$ cat src/rtl/mem_access_unit.sv
// Load/store sequencer between the pipeline and the shared-memory arbiter.
// It handles one word-aligned access at a time, with a bounded wait for grant and ack.
//
// state | meaning
// IDLE  | waiting for a load/store strobe
// REQ   | requesting the bus, waiting for bus_gnt
// WAIT  | command on the bus, waiting for bus_ack
// DONE  | access complete, rdata_valid pulses for loads
// FAULT | misaligned, conflicting or timed-out access, err pulses
module mem_access_unit #(
  parameter int         ADDR_W  = 32,
  parameter int         DATA_W  = 32,
  parameter logic [7:0] TIMEOUT = 8'd255
) (
  input  logic              clk,
  input  logic              rst_n,
  input  logic              memRead,
  input  logic              memWrite,
  input  logic [ADDR_W-1:0] addr,
  input  logic [DATA_W-1:0] wdata,
  output logic              stall,
  output logic [DATA_W-1:0] rdata,
  output logic              rdata_valid,
  output logic              err,
  output logic              bus_req,
  input  logic              bus_gnt,
  output logic              bus_valid,
  output logic              bus_we,
  output logic [ADDR_W-1:0] bus_addr,
  output logic [DATA_W-1:0] bus_wdata,
  input  logic [DATA_W-1:0] bus_rdata,
  input  logic              bus_ack
);

  typedef enum logic [2:0] {
    IDLE  = 3'd0,
    REQ   = 3'd1,
    WAIT  = 3'd2,
    DONE  = 3'd3,
    FAULT = 3'd4
  } state_t;

  state_t     state;
  logic [7:0] tmo_cnt;
  logic       strobe;
  logic       legal;
  logic       tmo_hit;

  assign strobe = memRead | memWrite;
  assign legal  = (memRead ^ memWrite) && (addr[1:0] == 2'b00);

  // Budget covers REQ and WAIT together; this cycle is the last one allowed.
  assign tmo_hit = ({1'b0, tmo_cnt} + 9'd1) >= {1'b0, TIMEOUT};

  assign stall = ((state == IDLE) && strobe) || (state == REQ) || (state == WAIT);

  always_ff @(posedge clk or negedge rst_n) begin
    if (!rst_n) begin
      state       <= IDLE;
      tmo_cnt     <= 8'd0;
      rdata       <= '0;
      rdata_valid <= 1'b0;
      err         <= 1'b0;
      bus_req     <= 1'b0;
      bus_valid   <= 1'b0;
      bus_we      <= 1'b0;
      bus_addr    <= '0;
      bus_wdata   <= '0;
    end else begin
      rdata_valid <= 1'b0;
      err         <= 1'b0;
      case (state)
        IDLE: begin
          if (strobe) begin
            if (legal) begin
              bus_addr  <= addr;
              bus_wdata <= wdata;
              bus_we    <= memWrite;
              tmo_cnt   <= 8'd0;
              bus_req   <= 1'b1;
              state     <= REQ;
            end else begin
              err   <= 1'b1;
              state <= FAULT;
            end
          end
        end
        REQ: begin
          tmo_cnt <= tmo_cnt + 8'd1;
          if (tmo_hit) begin
            bus_req <= 1'b0;
            err     <= 1'b1;
            state   <= FAULT;
          end else if (bus_gnt) begin
            bus_valid <= 1'b1;
            state     <= WAIT;
          end
        end
        WAIT: begin
          tmo_cnt <= tmo_cnt + 8'd1;
          if (bus_ack) begin
            bus_req   <= 1'b0;
            bus_valid <= 1'b0;
            if (!bus_we) begin
              rdata       <= bus_rdata;
              rdata_valid <= 1'b1;
            end
            state <= DONE;
          end else if (tmo_hit) begin
            bus_req   <= 1'b0;
            bus_valid <= 1'b0;
            err       <= 1'b1;
            state     <= FAULT;
          end
        end
        DONE:    state <= IDLE;
        FAULT:   state <= IDLE;
        default: begin
          bus_req   <= 1'b0;
          bus_valid <= 1'b0;
          state     <= IDLE;
        end
      endcase
    end
  end

endmodule

$ cat config.mk
export PLATFORM = sky130hd
export DESIGN_NAME = mem_access_unit
export DESIGN_NICKNAME = d
export VERILOG_FILES = /design/src/rtl/mem_access_unit.sv
export SDC_FILE = /design/constraint.sdc
export NUM_CORES = 1
export LEC_CHECK = 0
export CORE_UTILIZATION = 37
export CTS_CLUSTER_SIZE = 28
export DETAILED_ROUTE_END_ITERATION = 12
export GPL_ROUTABILITY_DRIVEN = 0
export PLACE_DENSITY = 0.78
export SYNTH_ARGS = -nofsm -noshare
export SYNTH_HDL_FRONTEND = slang
export SYNTH_SLANG_ARGS = --single-unit
$ cat constraint.sdc
create_clock -name clk -period 2.05 [get_ports clk]
set_input_delay 0.5125 -clock clk [delete_from_list [all_inputs] [get_ports clk]]
set_output_delay 0.5125 -clock clk [all_outputs]
set_load 0.05 [all_outputs]
==> impl_metrics.env, run 1 <==
export IMPL_dp_hpwl_um=8410
export IMPL_grt_max_degree=36
export IMPL_endpoint_kind="primary output"
export IMPL_routed_wirelength_um=11260
export IMPL_fmax_mhz=495.4
export IMPL_die_area_um2=12480
export IMPL_period_share=0.9846
export IMPL_synth_edf_count=0
export IMPL_clk_insertion_delay_late_ps=340
export IMPL_ys_warn_count=0
export IMPL_initial_utilization=0.3853
export IMPL_num_antenna_cells=0
export IMPL_synth_compound_area_frac=0.04549
export IMPL_cts_buffers=9
export IMPL_final_common_cell="clkdlybuf4s50_1"
export IMPL_critPathBufInv=1
export IMPL_finalMaxSlewViolations=0
export IMPL_area_growth_pct=61.39
export IMPL_p_per_area_nw_per_um2=1799
export IMPL_num_rows=39
export IMPL_syn_inst=374
export IMPL_cts_sinks=112
export IMPL_synth_adder_area_share=0.008425
export IMPL_post_route_min_period_ps=2018
export IMPL_relSlewSlack=0.6415
export IMPL_first_pass_iters=10
export IMPL_io_pins=204
export IMPL_slowest_stage="clkdlybuf4s50_1"
export IMPL_grt_overflow=0
export IMPL_finalSetupTns_ps=0
export IMPL_synth_top_family_by_area="multiplexers"
export IMPL_worstPathArrival_ps=1510
export IMPL_coreArea_um2=11560
export IMPL_violations="design-rule violations"
export IMPL_synth_area_per_cell_um2=11.91
export IMPL_vdd_ir_drop_max_mv=1.055
export IMPL_leakagePower_nw=3.746
export IMPL_final_cell_mix="130 x clkdlybuf4s50_1, 111 x dfrtp_1, 102 x nand2_1"
export IMPL_use_met1=0.2156
export IMPL_syn_nets=479
export IMPL_drive_above_1_share=0.2168
export IMPL_skew_ps=11.37
export IMPL_hold_viol=0
export IMPL_hp_class="input port to async pin"
export IMPL_drtAntennaViolNets=0
export IMPL_ys_seq_elements=112
export IMPL_required_ps=1540
export IMPL_root_buffer="clkbuf_16"
export IMPL_grt_util_met2=0.3342
export IMPL_drc=8
export IMPL_synth_ff_type="dfrtp_1"
export IMPL_die_h_um=111.7
export IMPL_clockBufferDepth=2
export IMPL_h_tree_depth=3
export IMPL_wl_per_cell_um=15.26
export IMPL_busiest_layer="met2"
export IMPL_die_x_um=111.7
export IMPL_cp_top_family="buffers and inverters"
export IMPL_max_stage_delay_ps=810
export IMPL_critical_path_class="register to primary output"
export IMPL_setup_viol=0
export IMPL_antenna_found_initial=0
export IMPL_startpoint_type="register"
export IMPL_maxCapViolCount=0
export IMPL_critPathMaxFanout=2
export IMPL_fin_util=0.6218
export IMPL_vias=3515
export IMPL_drt_iter0_drc=136
export IMPL_synthArstFlopShare=1.000
export IMPL_port_buffers=203
export IMPL_use_met3=0.04899
export IMPL_path_cells="clkdlybuf4s50_1"
export IMPL_grt_pass1_wl_um=18410
export IMPL_synth_xor_area_frac=0.003931
export IMPL_grt_pass1_vias=3716
export IMPL_netlist_cell_type_count=30
export IMPL_status="finished with violations"
export IMPL_synth_simple_area_share=0.1342
export IMPL_synthMuxAreaShare=0.1567
export IMPL_nNetsFinal=696
export IMPL_worstMarginPinSlew_ps=536.9
export IMPL_synth_seq_area_share=0.6290
export IMPL_grtUsageTotal=0.1861
export IMPL_syn_area_um2=4456
export IMPL_path_clk_slew_ps=70
export IMPL_tritoncts="built"
export IMPL_via_per_inst=4.763
state kept, by name, summed over array words and instances (netlist names):
register,flops
bus_wdata,32
bus_we,1
bus_valid,1
state,3
tmo_cnt,8
bus_addr,32
bus_req,1
rdata,32
rdata_valid,1
err,1
metal layers:
layer,wire length [um],vias up,share of wire
li1,-,1674,-
met1,4377,1715,0.39
met2,5950,110,0.53
met3,760,16,0.068
met4,170,0,0.015
met5,0,-,0
logic make-up (layout without fill, tap and decap cells):
| kind of cell | count (synthesis) | after routing |
|---|---|---|
| adder cells (fa/ha/maj) | 3 | 3 |
| buffers and inverters | 23 | 244 |
| AND/OR/NAND/NOR | 140 | 140 |
| multiplexers | 62 | 62 |
| AO/OA/AOI/OAI | 32 | 32 |
| flip-flops | 112 | 112 |
| XOR/XNOR | 2 | 2 |
area by class of cell:
| type | instances | area, um2 |
|---|---|---|
| inverters | 5 | 18.77 |
| fillers | 888 | 4374 |
| clock buffers | 13 | 250.2 |
| repair buffers | 224 | 2306 |
| flip-flops and latches | 112 | 2804 |
| clock inverters | 2 | 38.79 |
| well taps | 143 | 178.9 |
| multi-input cells | 239 | 1594 |
Yosys cell counts, types with 2 or more instances:
cell      number  share of area
dfrtp_1      112           0.63
or3_1          2         0.0028
a21o_1         3         0.0051
nor2b_1        2         0.0028
nand2_1      104          0.088
and3_1         3         0.0042
xnor2_1        2         0.0039
nand2b_1       6         0.0084
nor2_1         8         0.0067
and2_1         3         0.0042
o31ai_1        3         0.0051
a21oi_1        2         0.0022
buf_2         10          0.011
o21ai_0       18          0.020
nand3_1        6         0.0067
nand3b_1       2         0.0034
mux2_2        62           0.16
inv_1          5         0.0042
clkbuf_1       8         0.0067
ha_1           3         0.0084
stage by stage:
step           power [mW]  cell area [um2]  worst slack, ps  instances  hold slack (ps)
2_1_floorplan       8.544             4456            13.82        374            216.9
3_3_place_gp        11.14             6751           -322.2        720            456.9
3_5_place_dp        11.31             6751           -341.6        720            463.0
4_1_cts             13.07             7072           0.2686        737            124.2
5_1_grt             13.54             7191           -10.74        738            149.8
6_report            12.94             7191            31.53        738            120.1
final timing paths:
path | start | endpoint | slack [ps] | cells past startpoint
setup / recovery | bus_wdata[6] | bus_wdata[6] | 30 | 1
hold / removal | rst_n | bus_valid | 120 | 1
setup reg to reg | tmo_cnt[1] | bus_req | 120 | 6
hold reg to reg | rdata[29] | rdata[29] | 470 | 2
max in group asynchronous | rst_n | bus_addr[24] | 1330 | 2
min in group clk | rdata[29] | rdata[29] | 470 | 2
power by group:
part / internal (mW) / total [mW] / leakage, nW / switching (mW)
Combinational: 2.58 / 7.39 / 2.21 / 4.81
Clock: 0.981 / 1.72 / 0.140 / 0.743
Sequential: 3.23 / 3.82 / 1.39 / 0.591
Total: 6.80 / 12.9 / 3.75 / 6.14
timing repair:
item | in CTS | in global routing
hold endpoints to repair | 0 | 0
gates resized for setup | 14 | 45
hold buffers | 0 | 0
setup endpoints to repair | 6 | 48
pin swaps | 2 | 0
setup buffers | 2 | 1
No activity file was read; power rests on OpenSTA's default activity.
==> run 2: changes to the inputs <==
- CAP_MARGIN: unset -> 20
==> results of run 2 <==
Final layout, timing and power as in run 1 (identical DEF).
